--- src/rtl/sdram_pixel_prefetch_if.sv ---
// rtl/sdram_pixel_prefetch_if.sv - facade and VGA-side signal bundle for the pixel prefetch FIFO
// Optional feature macro: PREFETCH_UNDERFLOW_CNT_EN adds o_underflow_cnt.
interface sdram_pixel_prefetch_if #(
  parameter int PixelBitWidth = 16,
  parameter int FifoDepth     = 32
);
  logic                       o_read_req;
  logic                       i_busy_rd;
  logic                       i_ready;
  logic [PixelBitWidth-1:0]   i_pixel;
  logic                       i_pixel_req;
  logic                       i_frame_start;
  logic [PixelBitWidth-1:0]   o_pixel;
  logic                       o_valid;
  logic                       o_underflow;
  logic [$clog2(FifoDepth):0] o_level;
`ifdef PREFETCH_UNDERFLOW_CNT_EN
  logic [15:0]                o_underflow_cnt;
`endif

  modport slave (
`ifdef PREFETCH_UNDERFLOW_CNT_EN
    output o_underflow_cnt,
`endif
    output o_read_req,
    input  i_busy_rd,
    input  i_ready,
    input  i_pixel,
    input  i_pixel_req,
    input  i_frame_start,
    output o_pixel,
    output o_valid,
    output o_underflow,
    output o_level
  );

  modport master (
`ifdef PREFETCH_UNDERFLOW_CNT_EN
    input  o_underflow_cnt,
`endif
    input  o_read_req,
    output i_busy_rd,
    output i_ready,
    output i_pixel,
    output i_pixel_req,
    output i_frame_start,
    input  o_pixel,
    input  o_valid,
    input  o_underflow,
    input  o_level
  );
endinterface

--- src/rtl/sdram_pixel_prefetch.sv ---
// rtl/sdram_pixel_prefetch.sv - burst-reserving read prefetch FIFO feeding the VGA pixel pipeline
// Optional feature macro: PREFETCH_UNDERFLOW_CNT_EN (saturating empty-pull counter).
module sdram_pixel_prefetch #(
  parameter int PixelBitWidth    = 16,
  parameter int FifoDepth        = 32,
  parameter int BurstLengthSDRAM = 8,
  parameter int TimeoutCycles    = 64
) (
  input  logic                  CLK,
  input  logic                  RST,
  sdram_pixel_prefetch_if.slave bus
);
  localparam int AW = $clog2(FifoDepth);
  localparam int LW = AW + 1;
  localparam int TW = $clog2(TimeoutCycles + 1);

  typedef enum logic [1:0] {
    S_IDLE = 2'd0,
    S_REQ  = 2'd1,
    S_WAIT = 2'd2
  } state_t;

  state_t                   r_state;
  state_t                   w_state_next;
  logic [LW-1:0]            r_wr_ptr;
  logic [LW-1:0]            r_rd_ptr;
  logic [LW-1:0]            r_reserved;
  logic [TW-1:0]            r_timer;
  logic [PixelBitWidth-1:0] r_mem [FifoDepth];
  logic [PixelBitWidth-1:0] r_pixel;
  logic                     r_valid;
  logic                     r_underflow;

  logic [LW-1:0]            w_level;
  logic [LW-1:0]            w_committed;
  logic                     w_room;
  logic                     w_push;
  logic                     w_pop;
  logic                     w_empty_pull;
  logic                     w_timeout;

  // Occupancy plus pixels still owed must leave a whole burst of space.
  assign w_level      = r_wr_ptr - r_rd_ptr;
  assign w_committed  = w_level + r_reserved;
  assign w_room       = (w_committed <= LW'(FifoDepth - BurstLengthSDRAM));
  assign w_push       = (r_state == S_WAIT) && bus.i_ready;
  assign w_pop        = bus.i_pixel_req && (w_level != '0);
  assign w_empty_pull = bus.i_pixel_req && (w_level == '0);
  assign w_timeout    = (r_state == S_WAIT) && !bus.i_ready &&
                        (r_timer == TW'(TimeoutCycles - 1));

  always_ff @(posedge CLK or negedge RST) begin
    if (!RST) begin
      r_state <= S_IDLE;
    end else begin
      r_state <= w_state_next;
    end
  end

  always_comb begin
    w_state_next = r_state;
    case (r_state)
      S_IDLE:  if (w_room && !bus.i_busy_rd) w_state_next = S_REQ;
      S_REQ:   w_state_next = S_WAIT;
      S_WAIT:  if ((w_push && (r_reserved == LW'(1))) || w_timeout) w_state_next = S_IDLE;
      default: w_state_next = S_IDLE;
    endcase
  end

  always_ff @(posedge CLK or negedge RST) begin
    if (!RST) begin
      r_reserved <= '0;
      r_timer    <= '0;
    end else begin
      case (r_state)
        S_REQ: begin
          r_reserved <= LW'(BurstLengthSDRAM);
          r_timer    <= '0;
        end
        S_WAIT: begin
          if (w_push) begin
            r_reserved <= r_reserved - LW'(1);
            r_timer    <= '0;
          end else if (w_timeout) begin
            // Abort drops the remaining reservation; pixels already stored stay.
            r_reserved <= '0;
            r_timer    <= '0;
          end else begin
            r_timer <= r_timer + TW'(1);
          end
        end
        default: begin
          r_reserved <= '0;
          r_timer    <= '0;
        end
      endcase
    end
  end

  always_ff @(posedge CLK or negedge RST) begin
    if (!RST) begin
      r_wr_ptr <= '0;
      r_rd_ptr <= '0;
    end else begin
      if (w_push) r_wr_ptr <= r_wr_ptr + LW'(1);
      if (w_pop)  r_rd_ptr <= r_rd_ptr + LW'(1);
    end
  end

  always_ff @(posedge CLK) begin
    if (w_push) r_mem[r_wr_ptr[AW-1:0]] <= bus.i_pixel;
  end

  always_ff @(posedge CLK or negedge RST) begin
    if (!RST) begin
      r_pixel     <= '0;
      r_valid     <= 1'b0;
      r_underflow <= 1'b0;
    end else begin
      r_valid <= w_pop;
      if (w_pop) r_pixel <= r_mem[r_rd_ptr[AW-1:0]];
      if (w_empty_pull) begin
        r_underflow <= 1'b1;
      end else if (bus.i_frame_start) begin
        r_underflow <= 1'b0;
      end
    end
  end

`ifdef PREFETCH_UNDERFLOW_CNT_EN
  logic [15:0] r_underflow_cnt;

  always_ff @(posedge CLK or negedge RST) begin
    if (!RST) begin
      r_underflow_cnt <= '0;
    end else if (w_empty_pull) begin
      if (bus.i_frame_start) begin
        r_underflow_cnt <= 16'd1;
      end else if (r_underflow_cnt != 16'hFFFF) begin
        r_underflow_cnt <= r_underflow_cnt + 16'd1;
      end
    end else if (bus.i_frame_start) begin
      r_underflow_cnt <= '0;
    end
  end

  assign bus.o_underflow_cnt = r_underflow_cnt;
`endif

  assign bus.o_read_req  = (r_state == S_REQ);
  assign bus.o_pixel     = r_pixel;
  assign bus.o_valid     = r_valid;
  assign bus.o_underflow = r_underflow;
  assign bus.o_level     = w_level;
endmodule

--- src/flat_wrapper.sv ---
// flat-port wrapper written by rule: the top's interface ports become plain ports
module sdram_pixel_prefetch_flat 
#(
  parameter int PixelBitWidth    = 16,
  parameter int FifoDepth        = 32,
  parameter int BurstLengthSDRAM = 8,
  parameter int TimeoutCycles    = 64
)
  (CLK, RST, bus_o_read_req, bus_i_busy_rd, bus_i_ready, bus_i_pixel, bus_i_pixel_req, bus_i_frame_start, bus_o_pixel, bus_o_valid, bus_o_underflow, bus_o_level);
  sdram_pixel_prefetch_if #(.PixelBitWidth(PixelBitWidth), .FifoDepth(FifoDepth)) bus_i ();
  input  logic CLK;
  input  logic RST;
  output wire logic [$bits(bus_i.o_read_req)-1:0] bus_o_read_req;
  input wire logic [$bits(bus_i.i_busy_rd)-1:0] bus_i_busy_rd;
  input wire logic [$bits(bus_i.i_ready)-1:0] bus_i_ready;
  input wire logic [$bits(bus_i.i_pixel)-1:0] bus_i_pixel;
  input wire logic [$bits(bus_i.i_pixel_req)-1:0] bus_i_pixel_req;
  input wire logic [$bits(bus_i.i_frame_start)-1:0] bus_i_frame_start;
  output wire logic [$bits(bus_i.o_pixel)-1:0] bus_o_pixel;
  output wire logic [$bits(bus_i.o_valid)-1:0] bus_o_valid;
  output wire logic [$bits(bus_i.o_underflow)-1:0] bus_o_underflow;
  output wire logic [$bits(bus_i.o_level)-1:0] bus_o_level;
  assign bus_o_read_req = bus_i.o_read_req;
  assign bus_i.i_busy_rd = bus_i_busy_rd;
  assign bus_i.i_ready = bus_i_ready;
  assign bus_i.i_pixel = bus_i_pixel;
  assign bus_i.i_pixel_req = bus_i_pixel_req;
  assign bus_i.i_frame_start = bus_i_frame_start;
  assign bus_o_pixel = bus_i.o_pixel;
  assign bus_o_valid = bus_i.o_valid;
  assign bus_o_underflow = bus_i.o_underflow;
  assign bus_o_level = bus_i.o_level;
  sdram_pixel_prefetch #(.PixelBitWidth(PixelBitWidth), .FifoDepth(FifoDepth), .BurstLengthSDRAM(BurstLengthSDRAM), .TimeoutCycles(TimeoutCycles)) u_core (.CLK(CLK), .RST(RST), .bus(bus_i));
endmodule
--- config.mk ---
export PLATFORM = sky130hd
export DESIGN_NAME = sdram_pixel_prefetch_flat
export DESIGN_NICKNAME = d
export VERILOG_FILES = /design/src/rtl/sdram_pixel_prefetch_if.sv /design/src/rtl/sdram_pixel_prefetch.sv /design/src/flat_wrapper.sv
export SDC_FILE = /design/constraint.sdc
export NUM_CORES = 1
export LEC_CHECK = 0
export BUFFER_PORTS_ARGS = -buffer_cell sky130_fd_sc_hd__buf_4
export CORE_MARGIN = 2
export CORE_UTILIZATION = 56
export DETAILED_ROUTE_END_ITERATION = 16
export PLACE_DENSITY = 0.75
export SLEW_MARGIN = 20
export SYNTH_ARGS = -nofsm -noshare
export SYNTH_HDL_FRONTEND = slang
export SYNTH_SLANG_ARGS = --single-unit
--- constraint.sdc ---
create_clock -name CLK -period 4.2 [get_ports CLK]
set_clock_uncertainty 0.05 [all_clocks]
set_input_delay 0.42 -clock CLK [delete_from_list [all_inputs] [get_ports CLK]]
set_output_delay 0.42 -clock CLK [all_outputs]
set_load 0.05 [all_outputs]
==> impl_metrics.py, run 1 <==
metrics = {
    "global_route": {
        "grtUsageTotal": 0.248,
        "grt_pass1_vias": 11200,
        "grt_max_degree": 132,
        "grt.overflow.total": 0,
        "grt_pass1_wl_mm": 72.9,
        "grt_antenna_before_repair": 1,
    },
    "sta": {
        "setup_viol": 0,
        "min_period_ns": 3.63,
        "fmax_ghz": 0.276,
        "worst_pin_slew_ns": 0.948,
        "hold_viol": 0,
        "slew_headroom": 0.368,
        "rsz0062_at_grt": "no",
        "setup-tns-final_ns": 0,
        "finalCritPeriodShare": 0.864,
        "drv_slew": 0,
    },
    "logic_synthesis": {
        "async_reset_ff_frac": 0.0808,
        "syn_area_um2": 22100,
        "yosys_warnings": 0,
        "ys.flop_type": "edfxtp_1",
        "ys_types": 56,
        "synth.area.top_cells": "edfxtp_1 (70%), mux4_2 (15%), dfrtp_1 (5.1%), mux2i_1 (1.5%), ha_1 (1.2%)",
        "synth_edf_count": 512,
        "syn_nets": 1096,
        "avgSynthCellArea_um2": 21.0,
        "yosysTopAreaCell": "edfxtp_1",
        "synth_seq_area_share": 0.747,
        "yosysTopAreaCellShare": 0.696,
        "syn_inst": 1050,
        "ys_seq_elements": 557,
    },
    "clock_tree": {
        "cts_buffers": 53,
        "clk_pin_slew_ns": 0.06,
        "clockBufferDepth": 3,
        "cts_num_sinks": 557,
        "clk_latency_ns": 0.58,
        "root_buffer": "clkbuf_16",
        "cts_resized": 0,
        "cts_max_level": 2,
        "cts_tree": "yes",
    },
    "floorplanning": {
        "core_um2": 38800,
        "die_area_um2": 41100,
        "initial_core_util": 0.569,
        "die_h_um": 203,
        "die_x_um": 203,
        "rows": 72,
        "boundaryPins": 47,
    },
    "worst_setup_path": {
        "critPathMaxFanout": 4,
        "crit_path_end_kind": "flip-flop",
        "r2r-start": "u_core.r_wr_ptr[0]",
        "rr_worst_depth": 13,
        "path_class": "flip-flop to flip-flop",
        "critPathRequiredTime_ns": 4.65,
        "crit_end": "u_core.r_state[1]",
        "r2r_end": "u_core.r_state[1]",
        "critPathArrivalTime_ns": 4.08,
        "worstSetupStartpointType": "flip-flop",
        "crit_start": "u_core.r_wr_ptr[0]",
        "ff2ff_setup_slack_ns": 0.57,
    },
    "route": {
        "post-route-drc-count": 0,
        "route.vias.total": 10900,
        "routedWlPerCell_um": 28.9,
        "first_pass_iters": 6,
        "drt_iter0_drc": 1188,
        "avgViaCountPerCell": 6.36,
        "final_antenna_net_count": 0,
        "wirelength_mm": 49.4,
    },
    "placed_design": {
        "globalplace.congestion": 0.804,
        "port-buffer-count": 46,
        "dpl-instance-area_um2": 23300,
        "hpwlAfterDp_mm": 27.6,
    },
    "layout": {
        "nets": 1194,
        "n_antenna_cell": 0,
        "syn2layout_area_growth_pct": 13.0,
        "final_area_um2": 25000,
        "drive_gt1_frac": 0.294,
    },
    "power": {
        "vdd_drop_max_uv": 451,
        "p_leak_nw": 8.26,
        "power-per-cell-area_nw_per_um2": 681,
    },
    "run_status": {
        "status": "complete, no violations",
    },
    "worst_hold_path": {
        "hold_path_class": "primary input to flip-flop",
        "hold_start": "bus_i_pixel_req",
    },
    "job": {
        "maxCapViolations": 0,
    },
}
## how the worst min path moves through the flow
stage | end | slack [ns] | cells past startpoint
after global routing | u_core.r_timer[6] | 0.11 | 3
after detailed placement | u_core.r_timer[0] | 0.41 | 1
after global placement | u_core.r_timer[0] | 0.40 | 1
final | u_core.bus.o_underflow | 0.08 | 3
after CTS | u_core.bus.o_underflow | 0.06 | 3
after floorplan | u_core.bus.o_pixel[0] | 0.07 | 0
## cell families (layout without fill, tap and decap cells)
logic type / Yosys count / in the layout / share of synthesized area
compound gates: 59 / 59 / 0.0192
flops: 557 / 557 / 0.747
simple gates: 127 / 127 / 0.0262
fa+ha+maj: 24 / 24 / 0.0143
mux: 194 / 194 / 0.170
xor+xnor: 20 / 20 / 0.00792
buf+inv: 69 / 208 / 0.0155
## metrics by stage
step | total power, W | util | cells | worst slack, ns | hold slack, ns
floorplan | 0.0110 | - | 1050 | 0.0891 | 0.0744
global placement | 0.0125 | 0.600 | 1609 | 0.636 | 0.398
detailed placement | 0.0126 | 0.600 | 1609 | 0.563 | 0.411
CTS | 0.0171 | 0.643 | 1707 | 0.566 | 0.0568
global route | 0.0177 | 0.643 | 1707 | 0.343 | 0.106
finish | 0.0170 | 0.643 | 1707 | 0.573 | 0.0775
## power by group
part / total, W / switching (W) / leakage (nW) / internal (W)
logic: 0.00594 / 0.00342 / 2.29 / 0.00252
registers: 0.00652 / 0.000210 / 5.17 / 0.00631
clock network: 0.00455 / 0.00195 / 0.797 / 0.00260
total: 0.0170 / 0.00558 / 8.26 / 0.0114
## synth_stat cells (all sizes together) (2+ instances only)
| cell type | instances |
|---|---|
| a211oi | 2 |
| a21boi | 2 |
| a21o | 2 |
| a21oi | 6 |
| a31o | 2 |
| a31oi | 3 |
| and2 | 3 |
| buf | 29 |
| clkbuf | 20 |
| dfrtp | 45 |
| edfxtp | 512 |
| fa | 2 |
| ha | 22 |
| inv | 20 |
| mux2 | 17 |
| mux2i | 33 |
| mux4 | 144 |
| nand2 | 40 |
| nand2b | 3 |
| nand3 | 6 |
| nand3b | 2 |
| nand4 | 3 |
| nor2 | 54 |
| nor2b | 2 |
| nor3 | 2 |
| nor4 | 2 |
| o21a | 3 |
| o21ai | 12 |
| o221ai | 16 |
| o22ai | 3 |
| or2 | 2 |
| or3 | 3 |
| xnor2 | 10 |
| xor2 | 10 |
## critical path, cell delays in order, from the launching register on
cell	delay [ns]
dfrtp_1	0.41
inv_1	0.14
ha_1	0.20
inv_1	0.06
fa_1	0.46
a21o_1	0.21
a21oi_2	0.23
xnor2_4	0.11
ha_1	0.36
or4b_1	0.44
o2111a_1	0.16
o21a_1	0.14
or4_1	0.50
nand4_1	0.08
## per-layer routing
layer,vias up,share of wire,GRT usage
li1,4503,-,-
met1,5669,0.40,0.352
met2,599,0.48,0.388
met3,83,0.093,0.0517
met4,0,0.030,0.0881
met5,-,0,0
## cells in the final DEF (no fill, tap or decap), types with 19 or more instances in the layout
master	n
clkbuf_16	54
nor2_1	38
buf_4	87
mux4_2	144
mux2i_1	33
ha_1	22
edfxtp_1	512
clkbuf_1	19
nand2_1	40
dfrtp_1	43
inv_1	19
## flip-flops by register name (all words and copies together) (netlist names)
name	flops
u_core.r_reserved	6
u_core.bus.o_valid	1
u_core.bus.o_pixel	16
u_core.r_wr_ptr	6
u_core.r_timer	7
u_core.bus.o_underflow	1
u_core.r_state	2
u_core.r_mem	512
u_core.r_rd_ptr	6
## area by class of cell
class	count	area, um^2
sequential	557	16500
fill	2508	13900
multi-input combinational	424	5360
clock buffer	76	1460
timing repair buffer	92	733
tap	518	648
clock inverter	20	183
inverter	20	76.3
## timing repair
item	in CTS	in global routing
hold buffers	2	0
hold endpoints to repair	46	0
setup buffers	0	0
Note: power is estimated with default switching activity, not from simulation.
==> run 2, diff against run 1 <==
MAX_ROUTING_LAYER = met4   (was unset)
==> run 2 against run 1 <==
  * Clock-buffer cell count stayed put
  * Combinational power hardly changed
  * Setup slack improved by 0.0027 ns
  * Sequential power hardly changed
  * Worst hold slack better by 0.0019 ns
  * Sequential cell count unchanged
  * Cell area stayed put
  * Fmax hardly changed
  * Sequential share of layout area stayed put
  * Cell count unchanged
  * Critical path type unchanged
  * Largest power group unchanged
==> impl_metrics.py, run 2 (same netlist as run 1, synthesis figures left out) <==
metrics = {
    "layout": {
        "final_area_um2": 25000,
        "drive_gt1_frac": 0.294,
        "n_fill_cell": 2508,
        "nets": 1194,
        "instances_no_fill": 1707,
        "n_antenna_cell": 0,
        "syn2layout_area_growth_pct": 13.0,
        "mostFrequentLayoutCell": "edfxtp_1",
        "layout_common_cells": "edfxtp_1 (512), mux4_2 (144), buf_4 (87), clkbuf_16 (54), dfrtp_1 (43)",
        "largest_reg_flops": 512,
    },
    "floorplanning": {
        "boundaryPins": 47,
        "die_area_um2": 41100,
        "die_x_um": 203,
        "die_h_um": 203,
        "rows": 72,
        "core_um2": 38800,
        "initial_core_util": 0.569,
    },
    "global_route": {
        "grtUsageTotal": 0.255,
        "grt_antenna_before_repair": 1,
        "grt_max_degree": 132,
        "grt_pass1_wl_mm": 72.9,
        "grt_pass1_vias": 11100,
        "grt.overflow.total": 0,
    },
    "worst_setup_path": {
        "critPathMaxFanout": 4,
        "cp_top_family": "adder cells",
        "path_buf_inv": 2,
        "cpMaxStageDelayCell": "or4_1",
        "crit_path_end_kind": "flip-flop",
        "critPathArrivalTime_ns": 4.08,
        "path_class": "flip-flop to flip-flop",
        "critPathRequiredTime_ns": 4.65,
        "cp_cell_sequence": "inv_1 > ha_1 > inv_1 > fa_1 > a21o_1 > a21oi_2 > xnor2_4 > ha_1 > or4b_1 > o2111a_1 > o21a_1 > or4_1 > nand4_1",
        "slowest_delay_ns": 0.50,
        "worstSetupStartpointType": "flip-flop",
    },
    "power": {
        "p_clk_frac": 0.267,
        "p_leak_nw": 8.26,
        "power_frac_seq": 0.383,
        "comb_power_share": 0.349,
        "vdd_drop_max_uv": 449,
        "swShare": 0.328,
        "p_int_w": 0.0114,
        "power-per-cell-area_nw_per_um2": 681,
        "p_sw_w": 0.00557,
    },
    "clock_tree": {
        "cts_buffers": 53,
        "root_buffer": "clkbuf_16",
        "cts_tree": "yes",
        "clockBufferDepth": 3,
        "cts_resized": 0,
        "clk_latency_ns": 0.58,
        "post_cts_buffers": 0,
        "clk_pin_slew_ns": 0.06,
        "cts_num_sinks": 557,
        "cts_max_level": 2,
    },
    "route": {
        "routedWlPerCell_um": 28.8,
        "route.vias.total": 10800,
        "final_antenna_net_count": 0,
        "post-route-drc-count": 0,
        "first_pass_iters": 5,
        "wirelength_mm": 49.2,
        "avgViaCountPerCell": 6.35,
        "drt_iter0_drc": 1280,
    },
    "worst_hold_path": {
        "hold_path_class": "primary input to flip-flop",
    },
    "sta": {
        "hold_viol": 0,
        "rsz0062_at_grt": "no",
        "slew_headroom": 0.373,
        "worst_pin_slew_ns": 0.941,
        "drv_slew": 0,
        "worst_hold_slack_ns": 0.0794,
        "fmax_ghz": 0.276,
        "setup-tns-final_ns": 0,
        "min_period_ns": 3.62,
        "setup_viol": 0,
        "finalCritPeriodShare": 0.863,
        "fin_ws_ns": 0.576,
    },
    "placed_design": {
        "dpl-instance-area_um2": 23300,
        "globalplace.congestion": 0.815,
        "port-buffer-count": 46,
        "dpl.cell_count": 1609,
        "hpwlAfterDp_mm": 27.6,
        "place_ws_ns": 0.563,
    },
    "run_status": {
        "status": "complete, no violations",
    },
    "job": {
        "maxCapViolations": 0,
    },
}
-- run 2: cell counts in the layout (fill, tap and decap cells not counted) --
Identical to the previous run, type by type.
-- run 2: path summary, 6_finish.rpt --
path / start / to / slack [ns] / depth (start not counted)
worst min register to register: u_core.r_timer[0] / u_core.r_timer[0] / 0.43 / 1
worst max-delay path: u_core.r_wr_ptr[0] / u_core.r_state[1] / 0.58 / 13
max in group asynchronous: RST / u_core.r_rd_ptr[1] / 3.17 / 2
worst max register to register: u_core.r_wr_ptr[0] / u_core.r_state[1] / 0.58 / 13
min in group asynchronous: RST / u_core.r_wr_ptr[1] / 0.40 / 2
worst min-delay path: bus_i_pixel_req / u_core.bus.o_underflow / 0.08 / 3
-- run 2: cell type report --
| cell class | count | area [um^2] | share of cell area |
|---|---|---|---|
| Clock buffer | 76 | 1460 | 0.0586 |
| Clock inverter | 20 | 183 | 0.00732 |
| Inverter | 20 | 76.3 | 0.00306 |
| Multi-Input combinational cell | 424 | 5360 | 0.214 |
| Sequential cell | 557 | 16500 | 0.661 |
| Tap cell | 518 | 648 | 0.0260 |
| Timing Repair Buffer | 92 | 733 | 0.0294 |
-- run 2: per-layer routing --
layer  vias to the layer above  global-route usage  part of all wire
met5                         -                   -                 0
met4                         0              0.0897             0.032
met3                        97              0.0520             0.096
met2                       586               0.386              0.48
met1                      5655               0.352              0.39
li1                       4504                   -                 -
-- run 2: stage by stage --
stage | total power (W) | utilization
final | 0.0170 | 0.643
after global routing | 0.0177 | 0.643
after CTS | 0.0171 | 0.643
after detailed placement | 0.0126 | 0.600
after global placement | 0.0125 | 0.600
after floorplan | 0.0110 | -
-- run 2: timing repair --
action	4_1_cts	5_1_grt
setup endpoints to repair	0	0
endpoints found under the hold margin	46	0
hold buffers	2	0
-- run 2: power by group through the flow --
stage	Combinational (W)	Sequential [W]	Clock, W
2_1_floorplan	0.00415	0.00681	0
3_3_place_gp	0.00587	0.00662	0
3_5_place_dp	0.00594	0.00662	0
4_1_cts	0.00599	0.00652	0.00461
5_1_grt	0.00635	0.00654	0.00482
6_report	0.00594	0.00652	0.00454
-- run 2: worst reg2reg max path: stages, from the launching register on --
cell and delay, ns:
dfrtp_1 0.41, inv_1 0.14, ha_1 0.20, inv_1 0.06
fa_1 0.46, a21o_1 0.21, a21oi_2 0.23, xnor2_4 0.11
ha_1 0.36, or4b_1 0.44, o2111a_1 0.16, o21a_1 0.14
or4_1 0.50, nand4_1 0.08
==> run 3, diff against run 2 <==
--- a/config.mk
+++ b/config.mk
@@ -9,4 +9,5 @@
 export CORE_MARGIN = 2
 export CORE_UTILIZATION = 56
+export CTS_BUF_LIST = sky130_fd_sc_hd__clkbuf_16
 export DETAILED_ROUTE_END_ITERATION = 16
 export MAX_ROUTING_LAYER = met4
--- a/constraint.sdc
+++ b/constraint.sdc
@@ -3,3 +3,3 @@
 set_input_delay 0.42 -clock CLK [delete_from_list [all_inputs] [get_ports CLK]]
 set_output_delay 0.42 -clock CLK [all_outputs]
-set_load 0.05 [all_outputs]
+set_load 0.01 [all_outputs]
==> run 3 against run 2 <==
  * Sequential cell count stayed put
  * Critical path depth unchanged
  * Cell count fell by 0.12%
  * Critical path type unchanged
  * Register-to-register slack better by 0.11 ns
  * Sequential share of layout area up 0.16 points
==> impl_metrics.py, run 3 (same netlist as run 1, synthesis figures left out) <==
metrics = {
    "floorplanning": {
        "initial_core_util": 0.569,
        "die_area_um2": 41100,
        "die_x_um": 203,
        "rows": 72,
        "die_h_um": 203,
        "boundaryPins": 47,
        "core_um2": 38800,
    },
    "global_route": {
        "grt_max_degree": 132,
        "grt.overflow.total": 0,
        "grt_antenna_before_repair": 0,
        "grtUsageTotal": 0.238,
        "grt_pass1_vias": 11100,
        "grt_pass1_wl_mm": 69.3,
    },
    "layout": {
        "nets": 1191,
        "layout_common_cells": "edfxtp_1 (512), mux4_2 (144), buf_4 (85), clkbuf_16 (54), dfrtp_1 (43)",
        "final_util": 0.641,
        "n_fill_cell": 2478,
        "drive_gt1_frac": 0.287,
        "mostFrequentLayoutCell": "edfxtp_1",
        "n_antenna_cell": 0,
        "syn2layout_area_growth_pct": 12.7,
        "largest_reg_flops": 512,
    },
    "job": {
        "maxCapViolations": 0,
    },
    "clock_tree": {
        "cts_resized": 0,
        "cts_max_level": 2,
        "clk_latency_ns": 0.59,
        "root_buffer": "clkbuf_16",
        "cts_num_sinks": 557,
        "post_cts_buffers": 0,
        "cts_tree": "yes",
        "clockBufferDepth": 3,
        "cts_hold_buf": 2,
        "clk_pin_slew_ns": 0.06,
        "cts_buffers": 53,
    },
    "worst_setup_path": {
        "worstSetupStartpointType": "flip-flop",
        "crit_path_end_kind": "flip-flop",
        "critPathRequiredTime_ns": 4.65,
        "path_class": "flip-flop to flip-flop",
        "critPathMaxFanout": 4,
        "cpMaxStageDelayCell": "or4_1",
        "critPathArrivalTime_ns": 3.97,
        "slowest_delay_ns": 0.52,
        "cp_cell_sequence": "inv_1 > ha_1 > inv_1 > fa_1 > a21o_1 > a21oi_1 > xnor2_1 > ha_1 > or4b_1 > o2111a_1 > o21a_1 > or4_1 > nand4_1",
    },
    "worst_hold_path": {
        "hold_path_class": "primary input to flip-flop",
    },
    "sta": {
        "slew_headroom": 0.362,
        "setup-tns-final_ns": 0,
        "setup_viol": 0,
        "min_period_ns": 3.52,
        "drv_slew": 0,
        "fmax_ghz": 0.284,
        "rsz0062_at_grt": "no",
        "hold_viol": 0,
        "worst_pin_slew_ns": 0.956,
        "finalCritPeriodShare": 0.838,
    },
    "route": {
        "post-route-drc-count": 0,
        "drt_iter0_drc": 1002,
        "final_antenna_net_count": 0,
        "route.vias.total": 10600,
        "wirelength_mm": 45.7,
        "routedWlPerCell_um": 26.8,
        "first_pass_iters": 5,
        "avgViaCountPerCell": 6.22,
    },
    "run_status": {
        "status": "complete, no violations",
    },
    "power": {
        "power-per-cell-area_nw_per_um2": 646,
        "vdd_drop_max_uv": 565,
        "p_leak_nw": 8.30,
        "power_w": 0.0161,
    },
    "placed_design": {
        "globalplace.congestion": 0.818,
        "hpwlAfterDp_mm": 24.6,
        "port-buffer-count": 46,
    },
}
-- run 3: cell count changes in the layout (fill, tap and decap cells not counted), sizes merged --
cell / change
clkinv: +4
clkinvlp: +1
buf: -3
bufinv: +2
inv: +16
clkbuf: -22
-- run 3: layout make-up --
cell class,instances,area [um^2],share of cell area
Inverter,20,76.3,0.00306
Clock buffer,54,1350,0.0543
Timing Repair Buffer,89,698,0.0280
Multi-Input combinational cell,424,5290,0.212
Clock inverter,43,332,0.0133
Sequential cell,557,16500,0.663
Tap cell,518,648,0.0260
-- run 3: worst max-delay path: cells and delay by family (launching register included) --
kind | cells | cell delay, ns
simple gates | 3 | 1.05
fa+ha+maj | 3 | 0.95
compound gates | 4 | 0.65
flops | 1 | 0.41
buf+inv | 2 | 0.19
xor+xnor | 1 | 0.15
-- run 3: per-layer routing --
layer	wire length, um	vias to the layer above	share of wire	global-route usage
met1	18300	5609	0.40	0.313
li1	-	4496	-	-
met5	0	-	0	-
met2	23300	423	0.51	0.389
met4	1040	0	0.023	0.0730
met3	3070	78	0.067	0.0400
-- run 3: final timing paths --
check,startpoint,to,slack [ns],depth (start not counted)
worst max-delay path,u_core.r_wr_ptr[0],u_core.r_state[1],0.68,13
worst min-delay path,bus_i_pixel_req,u_core.bus.o_underflow,0.05,3
worst max register to register,u_core.r_wr_ptr[0],u_core.r_state[1],0.68,13
worst min register to register,u_core.r_timer[0],u_core.r_timer[0],0.41,1
max in group asynchronous,RST,u_core.r_rd_ptr[0],3.18,2
min in group asynchronous,RST,u_core.bus.o_underflow,0.37,2
-- run 3: metrics by stage --
step	setup WS (ns)	instances	hold slack, ns	area [um^2]
2_1_floorplan	0.0481	1050	0.0744	22100
3_3_place_gp	0.763	1606	0.401	23200
3_5_place_dp	0.685	1606	0.403	23200
4_1_cts	0.677	1705	0.0248	24900
5_1_grt	0.513	1705	0.100	24900
6_report	0.682	1705	0.0453	24900
-- run 3: report_power, final --
part,internal [W],switching [W]
Combinational,0.00241,0.00262
Sequential,0.00631,0.000188
Clock,0.00263,0.00194
